==> src/rtl/dac_tone_pkg.sv <==
// Shared types and constants for the DAC test-tone generator.
// Imported by the top, the sine ROM and the testbench.
package dac_tone_pkg;

  typedef enum logic [2:0] {
    MODE_DC     = 3'd0,
    MODE_SINE   = 3'd1,
    MODE_SQUARE = 3'd2,
    MODE_SAW    = 3'd3,
    MODE_SWEEP  = 3'd4
  } mode_e;

  typedef enum logic [1:0] {
    ST_IDLE,
    ST_RUN,
    ST_SWEEP,
    ST_HOLD
  } state_e;

  localparam int WAVE_W      = 8;
  localparam int SCALE_SHIFT = 7;

endpackage

==> src/rtl/dac_tone_gen_if.sv <==
// Configuration handshake bundle for the tone generator.
// The config producer is master, the generator is slave.
interface dac_tone_gen_if #(
  parameter int PHASE_WIDTH = 32,
  parameter int DAC_WIDTH   = 8
);
  logic                   cfg_valid;
  logic                   cfg_ready;
  logic [2:0]             cfg_mode;
  logic [PHASE_WIDTH-1:0] cfg_ftw;
  logic [PHASE_WIDTH-1:0] cfg_ftw_stop;
  logic [PHASE_WIDTH-1:0] cfg_ftw_step;
  logic [15:0]            cfg_dwell;
  logic                   cfg_repeat;
  logic [7:0]             cfg_amplitude;
  logic [DAC_WIDTH-1:0]   cfg_offset;

  modport master (
    output cfg_valid, cfg_mode, cfg_ftw,
    output cfg_ftw_stop, cfg_ftw_step,
    output cfg_dwell, cfg_repeat,
    output cfg_amplitude, cfg_offset,
    input  cfg_ready
  );

  modport slave (
    input  cfg_valid, cfg_mode, cfg_ftw,
    input  cfg_ftw_stop, cfg_ftw_step,
    input  cfg_dwell, cfg_repeat,
    input  cfg_amplitude, cfg_offset,
    output cfg_ready
  );
endinterface

==> src/rtl/tone_sine_lut.sv <==
// Registered signed sine ROM, one full period of 2^ADDR_BITS
// entries, contents computed at elaboration.
module tone_sine_lut
  import dac_tone_pkg::*;
#(
  parameter int ADDR_BITS = 5
) (
  input  logic                     clk,
  input  logic                     rst,
  input  logic [ADDR_BITS-1:0]     addr,
  output logic signed [WAVE_W-1:0] data
);
  localparam int  N  = 2 ** ADDR_BITS;
  localparam real PI = 3.14159265358979;

  function automatic logic signed [WAVE_W-1:0] entry(
    input int k
  );
    real x;
    int  r;
    x = 127.0 * $sin(2.0 * PI * real'(k) / real'(N));
    r = (x >= 0.0) ? $rtoi(x + 0.5) : $rtoi(x - 0.5);
    return WAVE_W'(r);
  endfunction

  logic signed [WAVE_W-1:0] rom [N];

  for (genvar k = 0; k < N; k++) begin : g_rom
    assign rom[k] = entry(k);
  end

  always_ff @(posedge clk or posedge rst) begin
    if (rst) data <= '0;
    else     data <= rom[addr];
  end
endmodule

==> src/rtl/dac_tone_gen.sv <==
// NCO test-tone generator: phase accumulator, waveform select,
// amplitude scale, offset and saturate into the video DAC.
module dac_tone_gen
  import dac_tone_pkg::*;
#(
  parameter int PHASE_WIDTH   = 32,
  parameter int LUT_ADDR_BITS = 5,
  parameter int DAC_WIDTH     = 8
) (
  input  logic                   clk,
  input  logic                   rst,
  input  logic                   enable,
  dac_tone_gen_if.slave          cfg,
  output logic [DAC_WIDTH-1:0]   dac_out,
  output logic [PHASE_WIDTH-1:0] ftw_current,
  output logic                   phase_wrap,
  output logic                   sweep_done
);
  localparam int PW = PHASE_WIDTH;
  localparam int SW =
    (DAC_WIDTH > WAVE_W ? DAC_WIDTH : WAVE_W) + 3;
  localparam logic signed [SW-1:0] DMAX =
    SW'((2 ** DAC_WIDTH) - 1);

  state_e               state;
  logic [PW-1:0]        phase;
  logic                 run_q, pending, at_stop;
  logic [15:0]          dwell_cnt;

  logic [2:0]           s_mode, a_mode;
  logic [PW-1:0]        s_ftw, s_stop, s_step;
  logic [PW-1:0]        a_ftw, a_stop, a_step;
  logic [15:0]          s_dwell, a_dwell;
  logic                 s_rep, a_rep;
  logic [7:0]           s_amp, a_amp;
  logic [DAC_WIDTH-1:0] s_off, a_off;

  logic [PW:0]          acc, nxt;
  logic                 running, wrap, apply, sw_n;
  logic [2:0]           mode_n;

  assign acc     = {1'b0, phase} + {1'b0, ftw_current};
  assign nxt     = {1'b0, ftw_current} + {1'b0, a_step};
  assign running = enable && (state != ST_IDLE);
  assign wrap    = running && acc[PW];
  assign apply   = pending && (state == ST_IDLE || wrap);
  assign mode_n  = apply ? s_mode : a_mode;
  assign sw_n    = (mode_n == MODE_SWEEP);

  assign cfg.cfg_ready = ~pending;

  // Config staging, glitch-free apply, sweep and phase state.
  always_ff @(posedge clk or posedge rst) begin
    if (rst) begin
      state       <= ST_IDLE;
      phase       <= '0;
      run_q       <= 1'b0;
      pending     <= 1'b0;
      at_stop     <= 1'b0;
      dwell_cnt   <= '0;
      ftw_current <= '0;
      phase_wrap  <= 1'b0;
      sweep_done  <= 1'b0;
      s_mode <= '0; s_ftw  <= '0; s_stop <= '0;
      s_step <= '0; s_dwell <= '0; s_rep <= 1'b0;
      s_amp  <= '0; s_off  <= '0;
      a_mode <= '0; a_ftw  <= '0; a_stop <= '0;
      a_step <= '0; a_dwell <= '0; a_rep <= 1'b0;
      a_amp  <= '0; a_off  <= '0;
    end else begin
      phase_wrap <= wrap;
      sweep_done <= 1'b0;
      run_q      <= running;

      if (cfg.cfg_valid && !pending) begin
        pending <= 1'b1;
        s_mode  <= cfg.cfg_mode;
        s_ftw   <= cfg.cfg_ftw;
        s_stop  <= cfg.cfg_ftw_stop;
        s_step  <= cfg.cfg_ftw_step;
        s_dwell <= cfg.cfg_dwell;
        s_rep   <= cfg.cfg_repeat;
        s_amp   <= cfg.cfg_amplitude;
        s_off   <= cfg.cfg_offset;
      end

      if (apply) begin
        pending     <= 1'b0;
        a_mode      <= s_mode;
        a_ftw       <= s_ftw;
        a_stop      <= s_stop;
        a_step      <= s_step;
        a_dwell     <= s_dwell;
        a_rep       <= s_rep;
        a_amp       <= s_amp;
        a_off       <= s_off;
        ftw_current <= s_ftw;
        dwell_cnt   <= '0;
        at_stop     <= 1'b0;
      end

      if (!enable) begin
        state     <= ST_IDLE;
        phase     <= '0;
        dwell_cnt <= '0;
        at_stop   <= 1'b0;
      end else if (state == ST_IDLE) begin
        state <= sw_n ? ST_SWEEP : ST_RUN;
      end else begin
        phase <= acc[PW-1:0];
        if (apply) begin
          state <= sw_n ? ST_SWEEP : ST_RUN;
        end else if (state == ST_SWEEP) begin
          if (dwell_cnt != a_dwell) begin
            dwell_cnt <= dwell_cnt + 16'd1;
          end else begin
            dwell_cnt <= '0;
            // Zero step never advances and never finishes.
            if (a_step != '0) begin
              if (at_stop) begin
                ftw_current <= a_ftw;
                at_stop     <= 1'b0;
              end else if (nxt >= {1'b0, a_stop}) begin
                ftw_current <= a_stop;
                sweep_done  <= 1'b1;
                if (a_rep) at_stop <= 1'b1;
                else       state   <= ST_HOLD;
              end else begin
                ftw_current <= nxt[PW-1:0];
              end
            end
          end
        end
      end
    end
  end

  logic [7:0]               p8;
  logic signed [WAVE_W-1:0] wav0, wav1, lut_q, w2;
  logic                     sin1;
  logic [7:0]               amp1;
  logic [DAC_WIDTH-1:0]     off1, off2;
  logic signed [9:0]        sc2;
  logic signed [15:0]       prod, prod_sh;
  logic signed [SW-1:0]     sum;

  assign p8 = phase[PW-1 -: 8];

  always_comb begin
    wav0 = '0;
    if (run_q) begin
      unique case (a_mode)
        MODE_SQUARE:
          wav0 = p8[7] ? -8'sd127 : 8'sd127;
        MODE_SAW:
          wav0 = (p8 == 8'h00) ? -8'sd127
               : $signed({~p8[7], p8[6:0]});
        default: wav0 = '0;
      endcase
    end
  end

  tone_sine_lut #(.ADDR_BITS(LUT_ADDR_BITS)) u_lut (
    .clk  (clk),
    .rst  (rst),
    .addr (phase[PW-1 -: LUT_ADDR_BITS]),
    .data (lut_q)
  );

  assign w2      = sin1 ? lut_q : wav1;
  assign prod    = 16'(w2) * $signed({8'b0, amp1});
  assign prod_sh = prod >>> SCALE_SHIFT;
  assign sum     = $signed({{(SW-DAC_WIDTH){1'b0}}, off2})
                 + SW'(sc2);

  // Amplitude and offset travel with the sample so a new
  // config lands on the first post-wrap sample exactly.
  always_ff @(posedge clk or posedge rst) begin
    if (rst) begin
      wav1    <= '0;
      sin1    <= 1'b0;
      amp1    <= '0;
      off1    <= '0;
      sc2     <= '0;
      off2    <= '0;
      dac_out <= '0;
    end else begin
      wav1 <= wav0;
      sin1 <= run_q && (a_mode == MODE_SINE ||
                        a_mode == MODE_SWEEP);
      amp1 <= a_amp;
      off1 <= a_off;
      sc2  <= prod_sh[9:0];
      off2 <= off1;
      if (sum[SW-1])       dac_out <= '0;
      else if (sum > DMAX) dac_out <= '1;
      else                 dac_out <= sum[DAC_WIDTH-1:0];
    end
  end
endmodule

==> src/flat_wrapper.sv <==
// flat-port wrapper written by rule: the top's interface ports become plain ports
module dac_tone_gen_flat import dac_tone_pkg::*;
#(
  parameter int PHASE_WIDTH   = 32,
  parameter int LUT_ADDR_BITS = 5,
  parameter int DAC_WIDTH     = 8
)
  (clk, rst, enable, dac_out, ftw_current, phase_wrap, sweep_done, cfg_cfg_valid, cfg_cfg_mode, cfg_cfg_ftw, cfg_cfg_ftw_stop, cfg_cfg_ftw_step, cfg_cfg_dwell, cfg_cfg_repeat, cfg_cfg_amplitude, cfg_cfg_offset, cfg_cfg_ready);
  dac_tone_gen_if #(.PHASE_WIDTH(PHASE_WIDTH), .DAC_WIDTH(DAC_WIDTH)) cfg_i ();
  input  logic clk;
  input  logic rst;
  input  logic enable;
  output logic [DAC_WIDTH-1:0] dac_out;
  output logic [PHASE_WIDTH-1:0] ftw_current;
  output logic phase_wrap;
  output logic sweep_done;
  input wire logic [$bits(cfg_i.cfg_valid)-1:0] cfg_cfg_valid;
  input wire logic [$bits(cfg_i.cfg_mode)-1:0] cfg_cfg_mode;
  input wire logic [$bits(cfg_i.cfg_ftw)-1:0] cfg_cfg_ftw;
  input wire logic [$bits(cfg_i.cfg_ftw_stop)-1:0] cfg_cfg_ftw_stop;
  input wire logic [$bits(cfg_i.cfg_ftw_step)-1:0] cfg_cfg_ftw_step;
  input wire logic [$bits(cfg_i.cfg_dwell)-1:0] cfg_cfg_dwell;
  input wire logic [$bits(cfg_i.cfg_repeat)-1:0] cfg_cfg_repeat;
  input wire logic [$bits(cfg_i.cfg_amplitude)-1:0] cfg_cfg_amplitude;
  input wire logic [$bits(cfg_i.cfg_offset)-1:0] cfg_cfg_offset;
  output wire logic [$bits(cfg_i.cfg_ready)-1:0] cfg_cfg_ready;
  assign cfg_i.cfg_valid = cfg_cfg_valid;
  assign cfg_i.cfg_mode = cfg_cfg_mode;
  assign cfg_i.cfg_ftw = cfg_cfg_ftw;
  assign cfg_i.cfg_ftw_stop = cfg_cfg_ftw_stop;
  assign cfg_i.cfg_ftw_step = cfg_cfg_ftw_step;
  assign cfg_i.cfg_dwell = cfg_cfg_dwell;
  assign cfg_i.cfg_repeat = cfg_cfg_repeat;
  assign cfg_i.cfg_amplitude = cfg_cfg_amplitude;
  assign cfg_i.cfg_offset = cfg_cfg_offset;
  assign cfg_cfg_ready = cfg_i.cfg_ready;
  dac_tone_gen #(.PHASE_WIDTH(PHASE_WIDTH), .LUT_ADDR_BITS(LUT_ADDR_BITS), .DAC_WIDTH(DAC_WIDTH)) u_core (.clk(clk), .rst(rst), .enable(enable), .cfg(cfg_i), .dac_out(dac_out), .ftw_current(ftw_current), .phase_wrap(phase_wrap), .sweep_done(sweep_done));
endmodule
==> config.mk <==
export PLATFORM = sky130hd
export DESIGN_NAME = dac_tone_gen_flat
export DESIGN_NICKNAME = d
export VERILOG_FILES = /design/src/rtl/dac_tone_pkg.sv /design/src/rtl/dac_tone_gen_if.sv /design/src/rtl/tone_sine_lut.sv /design/src/rtl/dac_tone_gen.sv /design/src/flat_wrapper.sv
export SDC_FILE = /design/constraint.sdc
export NUM_CORES = 1
export LEC_CHECK = 0
export ABC_AREA = 1
export CAP_MARGIN = 20
export CORE_MARGIN = 2
export CORE_UTILIZATION = 25
export DETAILED_ROUTE_END_ITERATION = 10
export PLACE_DENSITY = 0.48
export SLEW_MARGIN = 40
export SYNTH_ARGS = -nofsm -noshare
export SYNTH_HDL_FRONTEND = slang
export SYNTH_HIERARCHICAL = 1
export SYNTH_SLANG_ARGS = --single-unit
==> constraint.sdc <==
create_clock -name clk -period 16 [get_ports clk]
set_input_delay 1.6 -clock clk [delete_from_list [all_inputs] [get_ports clk]]
set_output_delay 1.6 -clock clk [all_outputs]
set_load 0.02 [all_outputs]
## Word level (Yosys, flattened, before mapping)

Memories as Yosys holds them, arrays and structs flattened. A register that Yosys moved wholly into a read port is not among the register bits.
Index checks and enable logic that the tools add are counted.

- Reduce and logical (&&, ||, !) cells: 14
- Multiplexer cells: 55
- Multipliers: 1
- $add $sub $neg: 4
- Equal/unequal tests: 14
- Magnitude comparators: 2
- Bitwise logic cells: 3

Operator list:

| cell | count |
|---|---|
| two-way mux 32 bit | 11 |
| two-way mux 16 bit | 6 |
| adder 32 x 32 -> 33 bit | 2 |
| two-way mux 8 bit | 6 |
| >= comparator 33 x 32 -> 1 bit | 1 |
| nonzero test 32 bit | 1 |
| two-way mux 1 bit | 20 |
| two-way mux 2 bit | 10 |
| adder 16 x 1 -> 16 bit (second input constant) | 1 |
| multiplier 8 x 9 -> 16 bit | 1 |
| != test 16 bit | 1 |
| one-hot mux 8 bit (2 select lines) | 1 |
| != test 4 x 1 -> 1 bit (second input constant) | 3 |
| greater-than comparator 11 x 9 -> 1 bit (second input constant) | 1 |
| adder 9 x 9 -> 10 bit | 1 |
| logical NOT 8 bit | 1 |
| != test 4 bit (second input constant) | 2 |
| == test 3 x 2 -> 1 bit (second input constant) | 2 |
| == test 3 bit (second input constant) | 2 |
| NOT 5 -> 6 bit | 1 |
| AND reduction 6 bit | 1 |
| logical AND 1 bit | 5 |
| != test 4 x 2 -> 1 bit (second input constant) | 1 |
| nonzero test 2 bit | 2 |
| 8 further kinds | 10 |

- Word-level logic and storage cells: 126
- Output and inout port bits: 43
- ROM bits: 256
- Register bits: 401
- Memories kept: 1
- Input bits: 136

Memory list:

| name | words | bits a word | rd ports | clocked after memory_dff | wr ports | line | source |
|---|---|---|---|---|---|---|---|
| (name not given) | 32 | 8 | 1 | 1 | 0 | tone_sine_lut.sv:34 | `else data <= rom[addr];` |

## Logic depth before layout (Yosys ltp)

- Depth in word-level cells: 15
- Mapped depth: 32
- Mapped depth without buffers: 31

## Modules after synthesis

Netlist, hierarchy kept.

Modules (own cells, without submodules):

| module | area an instance (µm²) | instances | cells an instance | seq. area each (µm²) |
|---|---|---|---|---|
| dac_tone_gen | 22922.0 | 1 | 2615 | 10034.6 |
| tone_sine_lut | 661.9 | 1 | 100 | 200.2 |

## Worst setup path after synthesis

No wires, ideal clock.

- Kind: reg2reg
- Start: register u_core.sin1
- End: register, netlist name u_core/sc2[8]
- Setup slack: 11339 ps
- Setup time: 79 ps
- Data arrival time: 4582 ps
- Cell stages (with the launch flop): 21
- Required time: 15921 ps
- Path buffers: 1
- Clock period less this slack: 4661 ps
- Cell sequence: dfrtp_1 -> clkbuf_1 -> o21ai_0 -> nor2_1 -> fa_1 -> inv_1 -> fa_1 -> fa_1 -> fa_1 -> inv_1 -> ha_1 -> nand2_1 -> o31ai_1 -> a21o_1 -> nand2_1 -> nand2_1 -> nand3_1 -> nand2_1 -> nand3_1 -> o21ai_0 -> xor2_1

- Longest elaborated chain between the ends: 2

RTL lines:

| item | line | source |
|---|---|---|
| start, declared | dac_tone_gen.sv:140 | `logic sin1;` |
| start signal, assigned | dac_tone_gen.sv:189 | `sin1 <= run_q && (a_mode == MODE_SINE \|\|` |
| two-way mux 8 bit | dac_tone_gen.sv:170 | `assign w2 = sin1 ? lut_q : wav1;` |
| multiplier 8 x 9 -> 16 bit | dac_tone_gen.sv:171 | `assign prod = 16'(w2) * $signed({8'b0, amp1});` |
| via u_core.prod[15] | dac_tone_gen.sv:144 | `logic signed [15:0] prod, prod_sh;` |

The timed path passes the listed nets, and every way through them passes these cells.
A chain may end at the register's enable or synchronous reset.

## Final worst setup path

- Start: register u_core.sin1
- End: register, netlist name u_core/sc2[8]

- Longest elaborated chain between the ends: 2

RTL lines:

| item | line |
|---|---|
| two-way mux 8 bit | dac_tone_gen.sv:170 |
| multiplier 8 x 9 -> 16 bit | dac_tone_gen.sv:171 |
| via u_core.prod[15] | dac_tone_gen.sv:144 |

The timed path passes the listed nets, and every way through them passes these cells.

==> impl_metrics.yaml <==
status:
  outcome: "complete, no violations"
clock_tree:
  cts_setup_buffers: 0
  cts.sinks: 409
  htreeDepth: 2
  clk_latency_ps: 600
  clk_pin_slew_ps: 50
  cts_made_buffers: 50
  cts_tree: "built"
  cts_max_path_buffers: 3
  hold_buffers: 0
  cts_root_buf: "clkbuf_16"
  post_cts_resized: 0
finish:
  areaGrowthSynthToFinish_pct: 20.9
  antenna_cells: 0
  multi_input_area_mm2: 0.0118
  layout.nets: 3202
  drive_above_1_share_pct: 10.4
  fillers: 10021
  final_common_cell: "nand2_1"
  final_cell_mix: "nand2_1, dfrtp_1, inv_1"
  register_area_mm2: 0.0102
drt:
  dr.first_iter.drc_count: 1061
  via_per_inst: 4.43
  drt_first_pass_iters: 5
  drt_drc_violations_left: 0
  wl_per_cell_um: 16.9
  ant_nets: 0
  finalWirelength_um: 70700
  dr_total_vias: 18495
synthesis:
  syn_area_per_cell_um2: 8.69
  ys_seq_elements: 409
  synth_area_mm2: 0.0236
  syn_inst: 2715
  ys_warn_count: 6
  syn_nets: 3040
  synth_cell_types: 67
  synth-main-ff-cell: "dfrtp_1"
  synth_edf_count: 0
  synth-async-reset-ratio_pct: 100
  ys_seq_area_share_pct: 43.4
worst_setup_path:
  critPathRequiredTime_ps: 16510
  path_class: "reg2reg"
  cp_cell_sequence: "o21ai_0 > nor2_1 > fa_1 > inv_1 > fa_1 > fa_1 > fa_1 > inv_1 > ha_1 > nand2_1 > o31ai_1 > a21o_1 > nand2_1 > nand2_1 > nand3_1 > nand2_1 > nand3_1 > o21ai_0 > xor2_1"
  cp_max_fo: 15
  slowest_stage: "o21ai_0"
  cp-end-kind: "flop"
  cp_data_arrival_time_ps: 5550
  slowest_delay_ps: 630
  worstSetupStartpointType: "flop"
grt:
  grt_pass1_vias: 18775
  grtUsageTotal_pct: 14.6
  grt_max_degree: 147
  grt_first_pass_wirelength_um: 111000
  overflow: 0
  antenna_found_initial: 3
power_and_ir_drop:
  cellPowerDensity_mw_per_mm2: 227
  power_uw: 6470
  ir_drop_uv: 132
  leakagePower_uw: 0.0138
flow_run:
  drv_cap: 0
place:
  routabilityCongestion: 0.873
  io_buffers: 178
  dp_hpwl_um: 52800
sta:
  period_share_pct: 31.5
  tightest_slew_ps: 785
  hold_viol: 0
  clock.fmax_mhz: 198
  maxSlewHeadroom_pct: 47.7
  setup_tns_ps: 0
  finalClockSkew_ps: 34.4
  fin_crit_ps: 5040
  rsz0062_at_grt: "false"
  setup_viol: 0
  slew_violations: 0
die:
  pin_count: 179
  die_area_mm2: 0.0968
  die_h_um: 311
  start_util_pct: 25.2
  die_width_um: 311
  core_mm2: 0.0935
  row_count: 112
worst_hold_path:
  hp-class: "reg2reg"
[where the power goes]
| group | switching, µW | internal, µW |
|---|---|---|
| Combinational | 2070 | 1210 |
| Sequential | 415 | 1510 |
| Clock | 470 | 791 |
[area by class of cell]
class,instances,area share (%)
well taps,1254,5.50
multi-input cells,1934,41.4
repair buffers,193,6.87
flip-flops and latches,409,35.9
clock inverters,26,1.56
clock buffers,66,4.88
inverters,289,3.88
[per-layer routing]
layer	GRT usage (%)	wire, µm	part of all wire, %
met5	0	38	0.054
met4	4.10	1750	2.5
met3	1.95	2560	3.6
met2	23.4	31900	45
met1	20.5	34500	49
[sequential cells by signal, summed over array words and instances (netlist names), 9 cells and up]
signal,count
u_core/a_dwell,16
u_core/a_ftw,32
u_core/a_step,32
u_core/a_stop,32
u_core/dwell_cnt,16
u_core/ftw_current,32
u_core/phase,32
u_core/s_dwell,16
u_core/s_ftw,32
u_core/s_step,32
u_core/s_stop,32
u_core/sc2,9
[metrics by stage]
step / hold WS, ps / setup WS (ps) / cells / util [%] / cell area [µm²]
final: 346 / 10960 / 4171 / 30.5 / 28500
after global routing: 359 / 10530 / 4171 / 30.5 / 28500
after CTS: 347 / 10940 / 4169 / 30.4 / 28500
after detailed placement: 335 / 10960 / 4077 / 28.5 / 26600
after global placement: 333 / 10790 / 4077 / 28.5 / 26600
after floorplan: 331 / 3250 / 2715 / - / 23600
[worst paths after layout]
check                                     from                   end  slack, ps  cells past startpoint
worst max-delay path               u_core/sin1         u_core/sc2[8]      10960                     19
worst min-delay path            u_core/off1[7]        u_core/off2[7]        350                      0
worst max register to register     u_core/sin1         u_core/sc2[8]      10960                     19
worst min register to register  u_core/off1[7]        u_core/off2[7]        350                      0
max in group asynchronous                  rst     u_core/s_stop[19]      12760                      4
min in group asynchronous                  rst  u_core/u_lut/data[1]       1510                      2
[synthesized netlist by cell type, types with 28 or more instances]
cell / count / area share, %
inv_1: 278 / 4.4
xor2_1: 41 / 1.5
a21oi_1: 143 / 3.0
nand4_1: 35 / 0.93
mux2_2: 124 / 5.9
dfrtp_1: 409 / 43
ha_1: 151 / 8.0
xnor2_1: 31 / 1.2
o21ai_0: 126 / 2.7
nand3_1: 96 / 2.0
nand2_1: 812 / 13
nor2_1: 144 / 2.3
fa_1: 38 / 3.2
clkbuf_1: 28 / 0.45
[critical path, delay by kind of cell, from the launching register on]
family,cells,cell delay [ps]
AO/OA/AOI/OAI,4,1390
flip-flops,1,510
adder cells (fa/ha/maj),5,2150
XOR/XNOR,1,160
AND/OR/NAND/NOR,7,650
buffers and inverters,2,110
[cells by family after synthesis]
logic type                 synth area share [%]
muxes                                      5.96
adders and majority gates                  11.2
buffers and inverters                      6.64
DFF                                        43.4
xor gates and xnor gates                   2.67
AOI/OAI and AO/OA                          9.11
and+or+nand+nor                            21.0
(Power assumes the default switching activity.)
